--- src/rtl/bus_rr_arbiter.sv ---
// Round-robin arbiter handing a single shared slave bus to one of NUM_M masters, with wait timeout.
// Latency: grant is registered one edge after request; owner hand-over has no idle bubble; slave path is combinational.
// Backpressure: s_rdy_ high stalls the owner; TMO stalled cycles revoke its grant and pulse tmo_ low.
module bus_rr_arbiter #(
   parameter int NUM_M  = 4,
   parameter int ADDR_W = 30,
   parameter int DATA_W = 32,
   parameter int TMO    = 255
) (
   input  logic                     clk,
   input  logic                     reset,
   input  logic [NUM_M-1:0]         m_req_,
   input  logic [NUM_M*ADDR_W-1:0]  m_addr,
   input  logic [NUM_M-1:0]         m_as_,
   input  logic [NUM_M-1:0]         m_rw,
   input  logic [NUM_M*DATA_W-1:0]  m_wr_data,
   output logic [NUM_M-1:0]         m_grnt_,
   input  logic                     s_rdy_,
   output logic [ADDR_W-1:0]        s_addr,
   output logic                     s_as_,
   output logic                     s_rw,
   output logic [DATA_W-1:0]        s_wr_data,
   output logic [$clog2(NUM_M)-1:0] owner,
   output logic                     busy,
   output logic                     tmo_
);

   localparam int               OW      = $clog2(NUM_M);
   localparam bit               TMO_EN  = (TMO != 0);
   localparam logic [15:0]      TMO_LIM = 16'(TMO);
   localparam logic [NUM_M-1:0] ONE     = {{(NUM_M-1){1'b0}}, 1'b1};

   typedef enum logic {IDLE = 1'b0, OWN = 1'b1} state_t;

   state_t           state;
   logic [OW-1:0]    ptr;
   logic [15:0]      wait_cnt;

   logic [NUM_M-1:0] req;
   logic [NUM_M-1:0] req_eff;
   logic [OW:0]      cand;
   logic             arb_found;
   logic [OW-1:0]    arb_idx;
   logic [OW:0]      nxt_sum;
   logic [OW-1:0]    arb_nxt;
   logic             owner_rel;
   logic             tmo_hit;

   assign busy = (state == OWN);
   assign req  = ~m_req_;

   // While owning, the current owner is never a candidate: either it released or it timed out.
   // Since ptr is always owner+1 in OWN, scanning from ptr is the same as scanning from owner+1.
   assign req_eff = busy ? (req & ~(ONE << owner)) : req;

   // Scan requests from ptr upward with wrap-around; the first requester found wins.
   always_comb begin
      arb_found = 1'b0;
      arb_idx   = '0;
      cand      = '0;
      for (int k = 0; k < NUM_M; k++) begin
         cand = {1'b0, ptr} + (OW+1)'(k);
         if (cand >= (OW+1)'(NUM_M)) begin
            cand = cand - (OW+1)'(NUM_M);
         end
         if (!arb_found && req_eff[cand[OW-1:0]]) begin
            arb_found = 1'b1;
            arb_idx   = cand[OW-1:0];
         end
      end
   end

   assign nxt_sum   = {1'b0, arb_idx} + (OW+1)'(1);
   assign arb_nxt   = (nxt_sum == (OW+1)'(NUM_M)) ? '0 : nxt_sum[OW-1:0];
   assign owner_rel = m_req_[owner];
   assign tmo_hit   = TMO_EN && (wait_cnt == TMO_LIM);

   // Route the owner's bus signals to the slave; park them in a harmless state when nobody owns the bus.
   always_comb begin
      s_addr    = '0;
      s_wr_data = '0;
      s_as_     = 1'b1;
      s_rw      = 1'b1;
      if (busy) begin
         s_addr    = m_addr[int'(owner)*ADDR_W +: ADDR_W];
         s_wr_data = m_wr_data[int'(owner)*DATA_W +: DATA_W];
         s_as_     = m_as_[owner];
         s_rw      = m_rw[owner];
      end
   end

   // Grant FSM: issue grants, hand over on release or timeout, and run the owner's wait counter.
   always_ff @(posedge clk or negedge reset) begin
      if (!reset) begin
         state    <= IDLE;
         m_grnt_  <= '1;
         owner    <= '0;
         ptr      <= '0;
         tmo_     <= 1'b1;
         wait_cnt <= '0;
      end else begin
         case (state)
            IDLE: begin
               tmo_     <= 1'b1;
               wait_cnt <= '0;
               if (arb_found) begin
                  state   <= OWN;
                  owner   <= arb_idx;
                  m_grnt_ <= ~(ONE << arb_idx);
                  ptr     <= arb_nxt;
               end
            end
            OWN: begin
               if (owner_rel || tmo_hit) begin
                  // A voluntary release in the same cycle as a timeout is not reported as a timeout.
                  tmo_     <= owner_rel;
                  wait_cnt <= '0;
                  if (arb_found) begin
                     owner   <= arb_idx;
                     m_grnt_ <= ~(ONE << arb_idx);
                     ptr     <= arb_nxt;
                  end else begin
                     state   <= IDLE;
                     m_grnt_ <= '1;
                  end
               end else begin
                  tmo_ <= 1'b1;
                  if (TMO_EN) begin
                     if (!s_rdy_) begin
                        wait_cnt <= '0;
                     end else if (!s_as_) begin
                        wait_cnt <= wait_cnt + 16'd1;
                     end
                  end
               end
            end
            default: begin
               state   <= IDLE;
               m_grnt_ <= '1;
            end
         endcase
      end
   end

endmodule

--- config.mk ---
export PLATFORM = sky130hd
export DESIGN_NAME = bus_rr_arbiter
export DESIGN_NICKNAME = d
export VERILOG_FILES = /design/src/rtl/bus_rr_arbiter.sv
export SDC_FILE = /design/constraint.sdc
export NUM_CORES = 1
export LEC_CHECK = 0
export ABC_AREA = 1
export CAP_MARGIN = 5
export CELL_PAD_IN_SITES_DETAIL_PLACEMENT = 1
export CELL_PAD_IN_SITES_GLOBAL_PLACEMENT = 2
export CORE_UTILIZATION = 13
export DETAILED_ROUTE_END_ITERATION = 10
export PLACE_DENSITY_LB_ADDON = 0.08
export SKIP_LAST_GASP = 1
export SYNTH_ARGS = -nofsm -noshare
export SYNTH_HDL_FRONTEND = slang
export SYNTH_SLANG_ARGS = --single-unit
--- constraint.sdc ---
create_clock -name clk -period 1.65 [get_ports clk]
set_input_delay 0.2475 -clock clk [delete_from_list [all_inputs] [get_ports clk]]
set_output_delay 0.2475 -clock clk [all_outputs]
set_load 0.1 [all_outputs]
==> results.json, run 1 <==
{
  "status": "finished, violations left",
  "violations": "setup timing",
  "cts_hold_buffers": 0,
  "relSlewSlack": 0.701,
  "clk_latency_ps": 270,
  "track_usage": 0.196,
  "critPathArrivalTime_ps": 1810,
  "worst_clock_skew_ps": 4.18,
  "wire_per_inst_um": 21.3,
  "grt_overflow_total": 0,
  "max_freq_mhz": 487,
  "cts_tree": "done",
  "grt_pass1_vias": 6832,
  "rows": 64,
  "drt-vias-per-instance": 4.26,
  "root_buffer": "clkbuf_16",
  "avgSynthCellArea_um2": 5.34,
  "io_pins": 335,
  "core_um2": 30700,
  "placedCellCount": 1507,
  "startpoint_type": "register",
  "port_buffers": 334,
  "antenna_found_initial": 8,
  "dp_hpwl_um": 23400,
  "fill_cells": 3573,
  "yosys.area.top_type": "nor2_1",
  "cpPeakStageDelay_ps": 520,
  "min_period_over_period": 1.24,
  "syn_nets": 1028,
  "gp_congestion": 0.785,
  "reg2reg_from": "owner[0]",
  "crit_path_cell_trace": "inv_4, buf_12, buf_16, o21ai_0, a21oi_4, buf_12",
  "synth_top_cell_area_share": 0.249,
  "rrSetupSlack_ps": -370,
  "rr_worst_depth": 13,
  "instances_no_fill": 1551,
  "cts_buffer_depth": 2,
  "grt_pass1_wl_um": 45600,
  "cp-startpoint": "owner[0]",
  "worstReg2RegEnd": "ptr[1]",
  "slowest_stage": "dfrtp_4",
  "drtPass1Iterations": 4,
  "drtIter0Drc": 228,
  "clock_sinks": 26,
  "yosys.cell_types.count": 36,
  "async_reset_ff_frac": 1.00,
  "grt_max_degree": 62,
  "yosysSeqAreaShare": 0.162,
  "vias": 6606,
  "synth_ff_type": "dfrtp_1",
  "synth_area_um2": 4060,
  "worstMarginPinSlew_ps": 448,
  "clkTransAtPathRegs_ps": 70,
  "fin_ws_ps": -404,
  "worstSetupPathType": "register to output port",
  "cap_violations": 0,
  "hold_path.class": "input port to async pin",
  "area_delta_synth_final_pct": 177,
  "slew_violations": 0,
  "finalHoldViolCount": 0,
  "drive_gt1_frac": 0.348,
  "postRouteAntennaNets": 0,
  "yosysMostFrequentCell": "nor2_1",
  "postSynthCellCount": 759,
  "numCtsBuffers": 3,
  "die_area_um2": 31900,
  "die_y_um": 179,
  "rsz0062_at_grt": "true",
  "nets": 1422,
  "synth_edf_count": 0,
  "critPathMaxFanout": 36,
  "ys_seq_elements": 26,
  "yosys_warnings": 0,
  "critical_path.most_common_cell": "buf_12",
  "synth.area.top_cells": "nor2_1 25%, o21ai_0 16%, dfrtp_1 13%",
  "ys_top_cells_by_count": "269 x nor2_1, 130 x o21ai_0, 69 x a21oi_1",
  "h-tree-depth": 1,
  "die_w_um": 179,
  "endpoint_kind": "output port",
  "cp.required_ps": 1400,
  "setup_viol": 89,
  "layout_min_cycle_time_ps": 2050,
  "post-route-drc-count": 0,
  "drt-total-wl_um": 33000,
  "initial_utilization": 0.132
}
[kinds of logic after synthesis]
group,after synthesis,synth area share
buffers and inverters,97,0.106
and+or+nand+nor,418,0.442
adders and majority gates,6,0.0185
xor gates and xnor gates,5,0.0126
DFF,26,0.162
AOI/OAI and AO/OA,207,0.259
[through the flow]
stage	setup TNS (ps)	hold slack [ps]	cell area [um2]	setup slack, ps	util
after global placement	-21470	542	9820	-379	0.320
final	-29540	353	11200	-404	0.366
after detailed placement	-22310	552	9820	-448	0.320
after floorplan	-36540	-48.1	5000	-534	-
after CTS	-32260	374	10900	-446	0.354
after global routing	-37080	390	11200	-492	0.366
[timing repair]
action	CTS	global route
setup endpoints to repair	89	89
buffers inserted	19	6
cloned	11	5
pin swaps	29	24
gates resized for setup	182	85
[per-layer routing]
metal	vias to the layer above	global-route usage	wire [um]
li1	3288	-	-
met1	3117	0.234	13400
met2	168	0.358	16900
met3	23	0.0424	2220
met4	10	0.0350	376
met5	-	0	65
[critical path: cells and delay by family, from the launching register on]
family,cells,cell delay [ps]
buf+inv,4,630
flops,1,520
compound gates,2,360
[worst max-delay path by stage]
stage                         end  slack (ps)  cells after the start
CTS                 s_wr_data[28]        -450                      7
global route           m_grnt_[1]        -490                     17
global placement           ptr[1]        -380                     12
detailed placement         ptr[1]        -450                     12
finish                  s_addr[5]        -400                      6
floorplan              s_addr[10]        -530                      8
[sequential cells by signal, indices dropped and copies added (netlist names)]
name and count:
ptr 2, owner 2, tmo_ 1, busy 1
m_grnt_ 4, wait_cnt 16
[area by class of cell]
type,count,area (um2),area share
sequential,26,669,0.0596
timing repair buffer,442,5470,0.487
antenna,3,7.51,0.000668
inverter,43,188,0.0167
tap,396,495,0.0441
multi-input combinational,637,4330,0.385
clock buffer,4,78.8,0.00701
[placed cells by master (no fill, tap or decap), drive strengths merged, types with 13 or more instances in the layout]
cell / count
a21oi: 70
dfrtp: 21
clkdlybuf4s50: 262
nor3: 13
buf: 175
inv: 42
o21ai: 134
nor2: 274
nand2: 73
nand3: 46
Power of run 1 is not shown: default switching activity piles up to over one toggle a cycle in this logic, so the estimate is an artifact.
==> run 2: changes to the inputs <==
REMOVE_ABC_BUFFERS = 1   (was default)
==> run 2 against run 1 <==
The flow still finishes with violations (setup timing). Core utilization fell by 2.7 points. Setup slack lost 79 ps. Sequential share of layout area is 0.43 points higher. Critical path type unchanged. Clock skew up 4.7 ps. Fmax fell by 3.7%. First-iteration DRC count decreased by 37%. Critical path depth increased by 2.
==> results.json, run 2 (same netlist as run 1, synthesis figures left out) <==
{
  "die_y_um": 179,
  "startpoint_type": "register",
  "clkTransAtPathRegs_ps": 80,
  "hold_path.class": "input port to async pin",
  "cpPeakStageDelay_ps": 440,
  "fin_hold_ws_ps": 327,
  "rsz0062_at_grt": "true",
  "nets": 1434,
  "track_usage": 0.176,
  "drt-vias-per-instance": 4.22,
  "drtPass1Iterations": 4,
  "status": "finished, violations left",
  "core_um2": 30700,
  "die_w_um": 179,
  "cp.required_ps": 1400,
  "gp_congestion": 0.792,
  "layout_min_cycle_time_ps": 2130,
  "slowest_stage": "dfrtp_2",
  "cts_tree": "done",
  "largest_reg_flops": 16,
  "root_buffer": "clkbuf_16",
  "die_area_um2": 31900,
  "fin_ws_ps": -483,
  "drt-total-wl_um": 30500,
  "dp_hpwl_um": 23100,
  "worst_clock_skew_ps": 8.92,
  "endpoint_kind": "output port",
  "crit_path_cell_trace": "inv_4, buf_8, clkbuf_16, buf_4, nor2_1, o21ai_1, a21oi_2, buf_12",
  "rows": 64,
  "final_common_cell": "clkdlybuf4s50_1",
  "critPathMaxFanout": 5,
  "slew_violations": 0,
  "cp_num_buf_inv": 5,
  "io_pins": 335,
  "grt_pass1_wl_um": 41800,
  "grt_overflow_total": 0,
  "drtIter0Drc": 143,
  "cp_top_family": "buffers and inverters",
  "cap_violations": 0,
  "layout_common_cells": "262 x clkdlybuf4s50_1, 251 x nor2_1, 97 x o21ai_0, 80 x buf_12, 80 x buf_4",
  "postRouteAntennaNets": 0,
  "worstSetupPathType": "register to output port",
  "worstMarginPinSlew_ps": 444,
  "violations": "setup timing",
  "clock_sinks": 26,
  "port_buffers": 334,
  "min_period_over_period": 1.29,
  "cts_buffer_depth": 2,
  "antenna_found_initial": 7,
  "finalHoldViolCount": 0,
  "area_delta_synth_final_pct": 157,
  "numCtsBuffers": 3,
  "wire_per_inst_um": 19.5,
  "setup_viol": 88,
  "reg_top3": "wait_cnt (16), m_grnt_ (4)",
  "grt_pass1_vias": 6571,
  "drive_gt1_frac": 0.288,
  "relSlewSlack": 0.701,
  "pre_cts_slack_ps": -464,
  "h-tree-depth": 1,
  "post-route-drc-count": 0,
  "critPathArrivalTime_ps": 1890,
  "grt_max_degree": 57,
  "initial_utilization": 0.132,
  "vias": 6603,
  "clk_latency_ps": 280,
  "finish.utilization": 0.339,
  "largest-register": "wait_cnt",
  "max_freq_mhz": 469
}
==> run 2: metal layers <==
layer	GRT usage	share of wire	routed length, um	up-vias
met5	0	0.00092	28	-
met1	0.206	0.41	12500	3072
met4	0.0240	0.0076	230	4
met3	0.0433	0.074	2240	12
li1	-	-	-	3312
met2	0.324	0.51	15500	203
==> run 2: stage by stage <==
stage	setup TNS (ps)	std cells	cell area, um2
6_report	-29800	1565	10400
5_1_grt	-40000	1564	10400
4_1_cts	-35040	1537	9540
3_5_place_dp	-22470	1528	9220
3_3_place_gp	-21120	1528	9220
2_1_floorplan	-325410	705	3790
==> run 2: worst paths after layout <==
path / start / cells past startpoint / slack (ps) / to
max: owner[1] / 8 / -480 / s_wr_data[1]
min in group clk: wait_cnt[7] / 2 / 580 / wait_cnt[7]
max reg2reg: owner[0] / 11 / -390 / ptr[1]
min reg2reg: wait_cnt[7] / 2 / 580 / wait_cnt[7]
min: reset / 2 / 330 / wait_cnt[11]
max in group asynchronous: reset / 2 / 1070 / m_grnt_[3]
==> run 2: area by class of cell <==
class | instances | area, um2
flip-flops and latches | 26 | 664
fillers | 3670 | 20300
multi-input cells | 636 | 3430
inverters | 43 | 179
repair buffers | 455 | 5520
well taps | 396 | 495
clock buffers | 3 | 75.1
clock inverters | 1 | 30.0
diodes | 5 | 12.5
==> run 2: repair_timing <==
action,in CTS,in global routing
setup buffers,4,15
resized for setup,48,159
cloned,1,10
pin swaps,17,41
hold buffers,0,0
setup endpoints to repair,90,90
Power of run 2 is left out for the same reason.
==> run 3: changes to the inputs <==
CTS_CLUSTER_SIZE = 25   (was default)
==> results of run 3 <==
No change in the layout: final DEF, timing and power equal those of run 2.
Power of run 3 is left out for the same reason.
